--- config.mk ---
export PLATFORM = sky130hd
export DESIGN_NAME = msk_aes_col_buffer
export DESIGN_NICKNAME = d
export VERILOG_FILES = /design/src/rtl/msk_aes_col_buffer.sv
export SDC_FILE = /design/constraint.sdc
export NUM_CORES = 1
export LEC_CHECK = 0
export BUFFER_PORTS_ARGS = -buffer_cell sky130_fd_sc_hd__buf_2
export CELL_PAD_IN_SITES_DETAIL_PLACEMENT = 1
export CELL_PAD_IN_SITES_GLOBAL_PLACEMENT = 2
export CORE_UTILIZATION = 39
export CTS_CLUSTER_SIZE = 40
export DETAILED_ROUTE_END_ITERATION = 7
export PLACE_DENSITY_LB_ADDON = 0.3
export SLEW_MARGIN = 20
export SYNTH_ARGS = -nofsm -noshare
export SYNTH_HDL_FRONTEND = slang
export SYNTH_SLANG_ARGS = --single-unit
export TNS_END_PERCENT = 30
--- constraint.sdc ---
create_clock -name clk -period 10.65 [get_ports clk]
set_input_delay 0.5325 -clock clk [delete_from_list [all_inputs] [get_ports clk]]
set_output_delay 0.5325 -clock clk [all_outputs]
set_load 0.02 [all_outputs]
--- src/rtl/msk_aes_col_buffer.sv ---
// Masked column buffer after MixColumns: sharewise round-key add, gathers 4 columns, drains them in order.
// Latency: column 0 is presented the cycle after the 4th acceptance; output data is registered.
// Backpressure: in_ready is low while draining; out_ready low freezes the head column and out_last.
module msk_aes_col_buffer #(
    parameter int d = 2
) (
    input  logic            clk,
    input  logic            rst,
    input  logic            in_valid,
    output logic            in_ready,
    input  logic            in_mc_bypass,
    input  logic [32*d-1:0] sh_col_mc,
    input  logic [32*d-1:0] sh_col_raw,
    input  logic [32*d-1:0] sh_rkey_col,
    output logic            out_valid,
    input  logic            out_ready,
    output logic [32*d-1:0] sh_col_out,
    output logic            out_last
);

    localparam int W = 32 * d;

    typedef enum logic {
        LOAD  = 1'b0,
        DRAIN = 1'b1
    } state_t;

    state_t         state_q;
    state_t         state_d;
    logic [1:0]     col_cnt_q;
    logic [1:0]     col_cnt_d;
    logic [W-1:0]   col_q [4];

    logic           in_fire;
    logic           out_fire;
    logic           shift_en;
    logic [W-1:0]   ark_col;
    logic [W-1:0]   tail_col;

    // Sharewise ARK: each share is XORed with the matching key share, shares never meet.
    assign ark_col = (in_mc_bypass ? sh_col_raw : sh_col_mc) ^ sh_rkey_col;

    always_comb begin
        state_d   = state_q;
        col_cnt_d = col_cnt_q;
        in_ready  = (state_q == LOAD) & ~rst;
        out_valid = (state_q == DRAIN) & ~rst;
        in_fire   = in_valid & in_ready;
        out_fire  = out_valid & out_ready;
        shift_en  = in_fire | out_fire;
        tail_col  = in_fire ? ark_col : '0;

        if (in_fire) begin
            col_cnt_d = col_cnt_q + 2'd1;
            if (col_cnt_q == 2'd3) begin
                state_d = DRAIN;
            end
        end else if (out_fire) begin
            col_cnt_d = col_cnt_q + 2'd1;
            if (col_cnt_q == 2'd3) begin
                state_d = LOAD;
            end
        end
    end

    always_ff @(posedge clk) begin
        if (rst) begin
            state_q   <= LOAD;
            col_cnt_q <= 2'd0;
            for (int i = 0; i < 4; i++) begin
                col_q[i] <= '0;
            end
        end else begin
            state_q   <= state_d;
            col_cnt_q <= col_cnt_d;
            // Fill shifts toward the head so column 0 ends up at entry 0; drain zero-fills the tail.
            if (shift_en) begin
                for (int i = 0; i < 3; i++) begin
                    col_q[i] <= col_q[i+1];
                end
                col_q[3] <= tail_col;
            end
        end
    end

    assign sh_col_out = rst ? '0 : col_q[0];
    assign out_last   = out_valid & (col_cnt_q == 2'd3);

endmodule

==> flow_summary.json, run 1 <==
{
  "status": "finished clean",
  "routedWlPerCell_um": 17.29,
  "cts_max_level": 1,
  "numPortBuffers": 263,
  "hold_class": "in2reg",
  "cellLeakagePower_nw": 6.069,
  "grt_first_pass_wirelength_um": 43040,
  "die_x_um": 189.1,
  "grt_max_degree": 101,
  "hold_depth": 2,
  "synth-edff-count": 256,
  "cpMostUsedCell": "buf_4",
  "cp_max_fo": 100,
  "syn_nets": 1083,
  "cts_hold_buffers": 0,
  "required_ns": 10.12,
  "netlist_area_um2": 13650,
  "synth-xor-area-share": 0,
  "worstPathCellList": "buf_8 > buf_4 > buf_4 > nor2b_1 > buf_2",
  "hpwl_um": 16300,
  "synth_fa_ha_area_frac": 0.0009167,
  "power.density_nw_per_um2": 145.5,
  "synthMuxAreaShare": 0.1029,
  "cts_made_buffers": 27,
  "ir_drop_uv": 123.2,
  "drv_cap": 0,
  "synth_compound_area_frac": 0.001008,
  "seq_area_um2": 7751,
  "tightestPinTransition_ns": 1.044,
  "yosysTopAreaCell": "edfxtp_1",
  "r2r_cells": 4,
  "async_flop_share": 0,
  "crit_family": "buffers and inverters",
  "synth_seq_cells": 259,
  "synth-simple-area-share": 0.2820,
  "synthTopCellsByArea": "edfxtp_1 (56%), nor3b_2 (14%), mux2i_1 (4.8%), nor4bb_1 (4.4%), nor4b_1 (4.1%)",
  "core_um2": 34460,
  "place_congestion": 0.7182,
  "die_h_um": 189.1,
  "worstHoldStart": "out_ready",
  "clk_latency_ns": 0.52,
  "fin_skew_ns": 0.01572,
  "ant_nets": 0,
  "path_buf_inv": 4,
  "ys.flop_type": "edfxtp_1",
  "crit_slowest_cell": "buf_4",
  "synth_most_common_cell": "edfxtp_1",
  "yosysTopAreaCellShare": 0.5632,
  "routed-via-count": 7940,
  "synthCells": 885,
  "r2r_slack_ns": 7.22,
  "clock_power_share": 0.361,
  "setup_violations": 0,
  "vias_per_cell": 5.083,
  "grt_overflow": 0,
  "firstDrtPassIters": 5,
  "layout_min_cycle_time_ns": 3.619,
  "p_sw_mw": 0.5209,
  "r2r-start": "state_q",
  "synth_top_family_by_area": "simple AND/OR/NAND/NOR gates",
  "initial_utilization": 0.3961,
  "grt_pass1_vias": 8013,
  "finalMaxSlewViolations": 0,
  "io_pins": 264,
  "cts_sinks": 259,
  "post_cts_buffers": 0,
  "multi_input_area_um2": 5288,
  "drc": 0,
  "intPower_mw": 1.776,
  "post-route-period-util": 0.3398,
  "path_class": "in2out",
  "cts-resized-gates": 0,
  "fmax_ghz": 0.2763,
  "track_usage": 0.1487,
  "setup_ws_ns": 7.031,
  "hold-path-endpoint": "state_q",
  "grt_antenna_before_repair": 2,
  "endpoint_kind": "output port",
  "finalHoldViolCount": 0,
  "sequentialPowerShare": 0.529,
  "cts_tree": "done",
  "dp_slack_ns": 6.709,
  "layout-drive-gt1-share": 0.4494,
  "reg2reg_to": "col_q[0][94]",
  "tns_ns": 0,
  "max_slew_margin": 0.3039,
  "dieArea_um2": 35750,
  "ys_seq_area_frac": 0.5676,
  "combPwrFrac": 0.111,
  "crit_start": "rst",
  "rsz0062_at_grt": "no",
  "area_growth_pct": 15.67,
  "cts.reportedPaths.clkPinSlew_ns": 0.06,
  "start_kind": "input port",
  "yosys_warnings": 0,
  "synth_area_per_cell_um2": 15.42,
  "ctsLongestPathBuffers": 3,
  "fill_cells": 3507,
  "critPathMaxStageDelay_ns": 0.81,
  "row_count": 68,
  "fin_nets": 1288,
  "p_sw_frac": 0.2268,
  "drt_iter0_drc": 516,
  "synth_cell_types": 24,
  "routed_wl_um": 27000,
  "cts_root_buf": "clkbuf_16",
  "worstPathArrival_ns": 3.09,
  "synth.top_cells.by_count": "edfxtp_1 (256), nor3b_2 (150), nor2b_1 (66)"
}
## cell families after synthesis
family	after synthesis
adder cells (fa/ha/maj)	1
multiplexers	131
AND/OR/NAND/NOR	392
buffers and inverters	100
AO/OA/AOI/OAI	2
flip-flops	259
## how the worst max path moves through the flow
stage                     cells past startpoint  slack [ns]              to
after floorplan                               3        2.71     col_q[0][0]
after global placement                        5        6.78   col_q[0][150]
after detailed placement                      5        6.71    col_q[0][25]
after CTS                                     5        6.99  sh_col_out[34]
after global routing                          5        6.84  sh_col_out[34]
final                                         5        7.03  sh_col_out[34]
## per-layer routing
layer,vias to the layer above,wire [um],track usage
met5,-,0,0
met4,0,766,0.04653
met3,49,1143,0.02187
met2,179,13360,0.2549
met1,3863,11730,0.1934
li1,3849,-,-
## sequential cells by signal, indices dropped and copies added (netlist names)
| register | flops |
|---|---|
| col_cnt_q | 2 |
| col_q | 256 |
| state_q | 1 |
## per-stage QoR
stage | util | power (mW) | instances | hold slack [ns] | cell area [um^2]
4_1_cts | 0.4581 | 2.336 | 1561 | 0.2596 | 15790
3_5_place_dp | 0.4363 | 1.495 | 1516 | 0.4990 | 15030
3_3_place_gp | 0.4363 | 1.487 | 1516 | 0.4645 | 15030
2_1_floorplan | - | 1.429 | 885 | 0.4553 | 13650
5_1_grt | 0.4582 | 2.393 | 1562 | 0.2899 | 15790
6_report | 0.4582 | 2.297 | 1562 | 0.2786 | 15790
## power groups by stage
stage | Clock (mW) | Combinational (mW) | Sequential [mW]
floorplan | 0 | 0.187 | 1.24
global placement | 0 | 0.255 | 1.23
detailed placement | 0 | 0.259 | 1.24
CTS | 0.860 | 0.260 | 1.22
global route | 0.893 | 0.278 | 1.22
finish | 0.829 | 0.254 | 1.21
## worst register-to-register path, cell delays in order, from the launching register on
cell	delay (ns)
dfxtp_4	0.80
mux2i_4	0.16
nand2b_4	0.34
buf_4	0.84
buf_4	0.88
## cells in the final DEF (no fill, tap or decap)
cell type,count
nor2b_1,66
ha_1,1
clkinv_1,4
mux2i_4,1
buf_2,261
a21oi_1,1
clkinv_2,3
mux2_2,36
nor3b_1,42
dfxtp_4,1
and2_1,1
nand2b_1,2
buf_4,14
a311oi_1,1
mux2i_1,65
buf_8,1
nand2b_4,1
dfxtp_1,2
edfxtp_1,256
mux2_1,29
diode_2,1
nor2_1,2
and4bb_1,3
and4bb_2,1
clkbuf_1,10
nor3b_2,150
clkbuf_16,27
nor4bb_1,60
nor4b_1,64
clkinvlp_4,1
## cell type report
| class | count | share of cell area |
|---|---|---|
| multi-input cells | 526 | 0.3349 |
| clock buffers | 37 | 0.04517 |
| repair buffers | 276 | 0.09035 |
| clock inverters | 8 | 0.002378 |
| flip-flops and latches | 259 | 0.4910 |
| diodes | 1 | 0.0001585 |
| well taps | 455 | 0.03606 |
No activity file was read; power rests on OpenSTA's default activity.
==> run 2: changes to the inputs <==
Settings changed: ABC_AREA from default to 1, CORE_UTILIZATION 39 to 29.
Clock period 10.65 ns to 3 ns, I/O delays scaled along.
==> flow_summary.json, run 2 <==
{
  "power.density_nw_per_um2": 574.1,
  "worstPathArrival_ns": 2.44,
  "place_inst": 2117,
  "syn_nets": 1555,
  "fin_skew_ns": 0.007672,
  "initial_utilization": 0.2945,
  "ctsLongestPathBuffers": 3,
  "rsz0062_at_grt": "no",
  "cts_sinks": 259,
  "cts.reportedPaths.clkPinSlew_ns": 0.06,
  "setup_ws_ns": 1.036,
  "largest_register": "col_q",
  "synth.top_cells.by_count": "inv_1 (387), nor2_1 (387), edfxtp_1 (256)",
  "die_h_um": 205.6,
  "r2r_cells": 5,
  "synth_cell_types": 17,
  "finalHoldViolCount": 0,
  "endpoint_kind": "flop",
  "drv_cap": 0,
  "ir_drop_uv": 352.9,
  "layout_common_cells": "inv_1 (387), nor2_1 (387), buf_2 (262)",
  "routedWlPerCell_um": 11.62,
  "hpwl_um": 17580,
  "row_count": 74,
  "cpMostUsedCell": "dlygate4sd3_1",
  "dp_slack_ns": 1.027,
  "cts_hold_buffers": 31,
  "track_usage": 0.1209,
  "ant_nets": 0,
  "numPortBuffers": 263,
  "vias_per_cell": 3.945,
  "firstDrtPassIters": 4,
  "tns_ns": 0,
  "top_regs": "col_q: 256 flops, col_cnt_q: 2 flops, state_q: 1 flops",
  "grt_first_pass_wirelength_um": 41310,
  "hold_class": "in2reg",
  "routed-via-count": 8683,
  "worstPathCellList": "nor2_2 > nand3_1 > dlygate4sd3_1 > a21oi_1 > dlygate4sd3_1",
  "place_congestion": 0.7442,
  "core_um2": 40830,
  "yosysTopAreaCell": "edfxtp_1",
  "cts_root_buf": "clkbuf_16",
  "required_ns": 3.47,
  "ys.flop_type": "edfxtp_1",
  "critPathMaxStageDelay_ns": 0.57,
  "grt_antenna_before_repair": 1,
  "multi_input_area_um2": 2601,
  "netlist_area_um2": 12030,
  "cts_tree": "done",
  "cp_max_fo": 6,
  "ys_seq_area_frac": 0.6443,
  "synthCells": 1357,
  "cts_max_level": 1,
  "dieArea_um2": 42290,
  "cts-resized-gates": 0,
  "path_class": "reg2reg",
  "grt_pass1_vias": 8658,
  "grt_max_degree": 193,
  "yosys_warnings": 0,
  "post-route-period-util": 0.6546,
  "synth_area_per_cell_um2": 8.862,
  "drt_iter0_drc": 287,
  "fmax_ghz": 0.5092,
  "die_x_um": 205.6,
  "layout.cells.non_filler": 2201,
  "max_slew_margin": 0.4487,
  "layout_min_cycle_time_ns": 1.964,
  "synthTopCellsByArea": "edfxtp_1 (64%), inv_1 (12%), nor2_1 (12%), nand2_1 (6.1%), o21ai_0 (2.7%)",
  "fin_nets": 1844,
  "largest_reg_flops": 256,
  "post_cts_buffers": 0,
  "yosysTopAreaCellShare": 0.6393,
  "grt_overflow": 0,
  "status": "finished clean",
  "tightestPinTransition_ns": 0.8269,
  "cellLeakagePower_nw": 7.359,
  "area_growth_pct": 27.01,
  "synth-edff-count": 256,
  "start_kind": "flop",
  "hold_depth": 4,
  "io_pins": 264,
  "synth_seq_cells": 259,
  "crit_slowest_cell": "dlygate4sd3_1",
  "fill_cells": 4808,
  "place_area_um2": 13990,
  "clk_latency_ns": 0.53,
  "async_flop_share": 0,
  "setup_violations": 0,
  "drc": 0,
  "post-route-cell-area_um2": 15270,
  "layout-drive-gt1-share": 0.1966,
  "cts_made_buffers": 28,
  "finalMaxSlewViolations": 0,
  "seq_area_um2": 7747,
  "routed_wl_um": 25570
}
## run 2: area by class of cell
cell class	instances	area share
inverters	390	0.09617
clock inverters	20	0.01548
multi-input cells	660	0.1703
clock buffers	32	0.04825
diodes	1	0.0001638
flip-flops and latches	259	0.5072
well taps	532	0.04358
repair buffers	307	0.1188
## run 2: path summary, 6_finish.rpt
check	from	to	slack [ns]
min reg2reg	col_q[0][68]	col_q[0][4]	0.54
max reg2reg	state_q	state_q	1.04
max	state_q	state_q	1.04
min	sh_rkey_col[62]	col_q[0][254]	0.03
## run 2: logic make-up (layout without fill, tap and decap cells)
logic type               after synthesis  count (layout)  synth area share
AND/OR/NAND/NOR                      592             592            0.1860
AO/OA/AOI/OAI                         67              67           0.02788
flip-flops                           259             259            0.6443
buffers and inverters                438             749            0.1408
adder cells (fa/ha/maj)                1               1          0.001040
other                                  0               1                 0
## run 2: worst max-delay path: cells and delay by family (launching register included)
family / cells / cell delay, ns
flops: 1 / 0.36
compound gates: 1 / 0.15
buf+inv: 2 / 1.13
simple gates: 2 / 0.27
## run 2: per-layer routing
layer / routed length, um / vias up / track usage
li1: - / 4579 / -
met1: 10660 / 3939 / 0.1404
met2: 13320 / 138 / 0.2256
met3: 1171 / 27 / 0.02201
met4: 418 / 0 / 0.03228
met5: 0 / - / 0
## run 2: stage by stage
stage,power (mW),hold slack (ns),utilization
6_report,8.768,0.02733,0.3741
5_1_grt,9.192,0.03184,0.3741
3_3_place_gp,5.216,0.4558,0.3426
4_1_cts,8.938,0.0004720,0.3740
2_1_floorplan,4.909,0.3152,-
3_5_place_dp,5.249,0.4728,0.3426
## run 2: power breakdown
part           internal (mW)  total, mW  switching, mW
Combinational          0.313      0.849          0.536
Clock                   2.20       3.60           1.40
Sequential              4.26       4.32         0.0614
Total                   6.77       8.77           2.00
==> run 3: changes to the inputs <==
Clock period 3 ns to 1.7 ns, I/O delays scaled along.
==> flow_summary.json, run 3 (same netlist as run 2, synthesis figures left out) <==
{
  "crit_start": "state_q",
  "place_congestion": 0.7259,
  "ant_nets": 0,
  "cp-endpoint": "col_q[0][197]",
  "r2r_slack_ns": 0.12,
  "path_class": "reg2reg",
  "area_growth_pct": 35.16,
  "numPortBuffers": 263,
  "max_slew_margin": 0.6450,
  "rsz0062_at_grt": "no",
  "dp_slack_ns": 0.04352,
  "post-route-period-util": 0.9282,
  "cts_max_level": 1,
  "grt_antenna_before_repair": 1,
  "initial_utilization": 0.2945,
  "cellLeakagePower_nw": 7.788,
  "finalHoldViolCount": 0,
  "fill_cells": 4808,
  "drt_iter0_drc": 286,
  "setup_ws_ns": 0.1221,
  "grt_max_degree": 100,
  "io_pins": 264,
  "grt_first_pass_wirelength_um": 43820,
  "fmax_ghz": 0.6338,
  "track_usage": 0.1281,
  "tightestPinTransition_ns": 0.5270,
  "setup_violations": 0,
  "start_kind": "flop",
  "required_ns": 1.93,
  "fin_nets": 1946,
  "cts_tree": "done",
  "dieArea_um2": 42290,
  "clk_latency_ns": 0.55,
  "hold_ws_ns": 0.01924,
  "grt_pass1_vias": 9338,
  "worstPathArrival_ns": 1.81,
  "status": "finished clean",
  "hpwl_um": 18580,
  "reg2reg_to": "col_q[0][197]",
  "p_total_mw": 15.28,
  "worstPathCellList": "nor2_4 > nand2_2 > nand2_1 > inv_6 > nand2_8 > buf_12",
  "largest_reg_flops": 256,
  "crit_slowest_cell": "dfxtp_4",
  "drc": 0,
  "layout_common_cells": "inv_1 (387), nor2_1 (387), buf_2 (262)",
  "power.density_nw_per_um2": 940.0,
  "die_h_um": 205.6,
  "cts_made_buffers": 30,
  "tns_ns": 0,
  "fin_skew_ns": 0.01060,
  "cts_sinks": 259,
  "ir_drop_uv": 577.3,
  "grt_overflow": 0,
  "largest_register": "col_q",
  "cts.reportedPaths.clkPinSlew_ns": 0.06,
  "routed-via-count": 9161,
  "routedWlPerCell_um": 11.66,
  "top_regs": "col_q: 256 flops, col_cnt_q: 2 flops, state_q: 1 flops",
  "r2r-start": "state_q",
  "cp_max_fo": 33,
  "hold_class": "in2reg",
  "die_x_um": 205.6,
  "finalMaxSlewViolations": 0,
  "ctsLongestPathBuffers": 3,
  "layout-drive-gt1-share": 0.1902,
  "endpoint_kind": "flop",
  "row_count": 74,
  "core_um2": 40830,
  "vias_per_cell": 3.974,
  "firstDrtPassIters": 4,
  "critPathMaxStageDelay_ns": 0.36,
  "layout_min_cycle_time_ns": 1.578,
  "drv_cap": 0,
  "r2r_cells": 6,
  "routed_wl_um": 26870,
  "cts_root_buf": "clkbuf_16"
}
## run 3: cell types whose count changed in the layout (fill, tap and decap cells not counted), sizes merged
cell         previous run  this run
dlygate4sd3            31       114
bufinv                  5         1
clkinvlp                3         1
clkinv                 11        10
nand2                 198       199
clkbuf                 32        44
buf                   276       292
inv                   391       390
## run 3: routing by layer
| metal | up-vias | global-route usage | wire (um) |
|---|---|---|---|
| met4 | 0 | 0.04233 | 628 |
| met3 | 38 | 0.02011 | 1036 |
| li1 | 4786 | - | - |
| met1 | 4200 | 0.1452 | 10960 |
| met2 | 137 | 0.2418 | 14240 |
| met5 | - | 0 | 0 |
## run 3: timing repair
item                       CTS  global route
hold buffers               114             0
resized for setup            0             1
hold endpoints to repair    66             0
setup buffers                0             0
setup endpoints to repair    0           122
## run 3: critical path, delay by kind of cell, from the launching register on
kind / cells / cell delay, ns
flops: 1 / 0.36
buf+inv: 2 / 0.33
simple gates: 4 / 0.56
## run 3: power breakdown
part           leakage [nW]  internal [mW]  switching (mW)
Sequential             2.76           7.52           0.115
Combinational          4.59          0.738           0.997
Clock                 0.437           3.49            2.41
## run 3: layout make-up
class	instances	area, um^2	area share
clock buffers	44	824.5	0.05073
repair buffers	406	2835	0.1744
diodes	1	2.502	0.0001540
inverters	390	1469	0.09038
multi-input cells	661	2618	0.1610
flip-flops and latches	259	7751	0.4769
clock inverters	12	87.58	0.005389
well taps	532	665.6	0.04095
## run 3: worst min-delay path by stage
stage,startpoint,to,depth (start not counted),slack (ns)
floorplan,rst,in_ready,1,0.21
global placement,in_valid,state_q,3,0.38
detailed placement,in_valid,state_q,3,0.38
CTS,sh_col_mc[49],col_q[0][241],5,0.0007
global route,sh_rkey_col[39],col_q[0][231],4,0.03
finish,sh_col_mc[33],col_q[0][225],4,0.02
## run 3: through the flow
step | instances | area (um^2) | utilization
floorplan | 1357 | 12060 | -
global route | 2305 | 16250 | 0.3981
detailed placement | 2133 | 14180 | 0.3472
global placement | 2133 | 14180 | 0.3472
finish | 2305 | 16250 | 0.3981
CTS | 2303 | 16230 | 0.3975
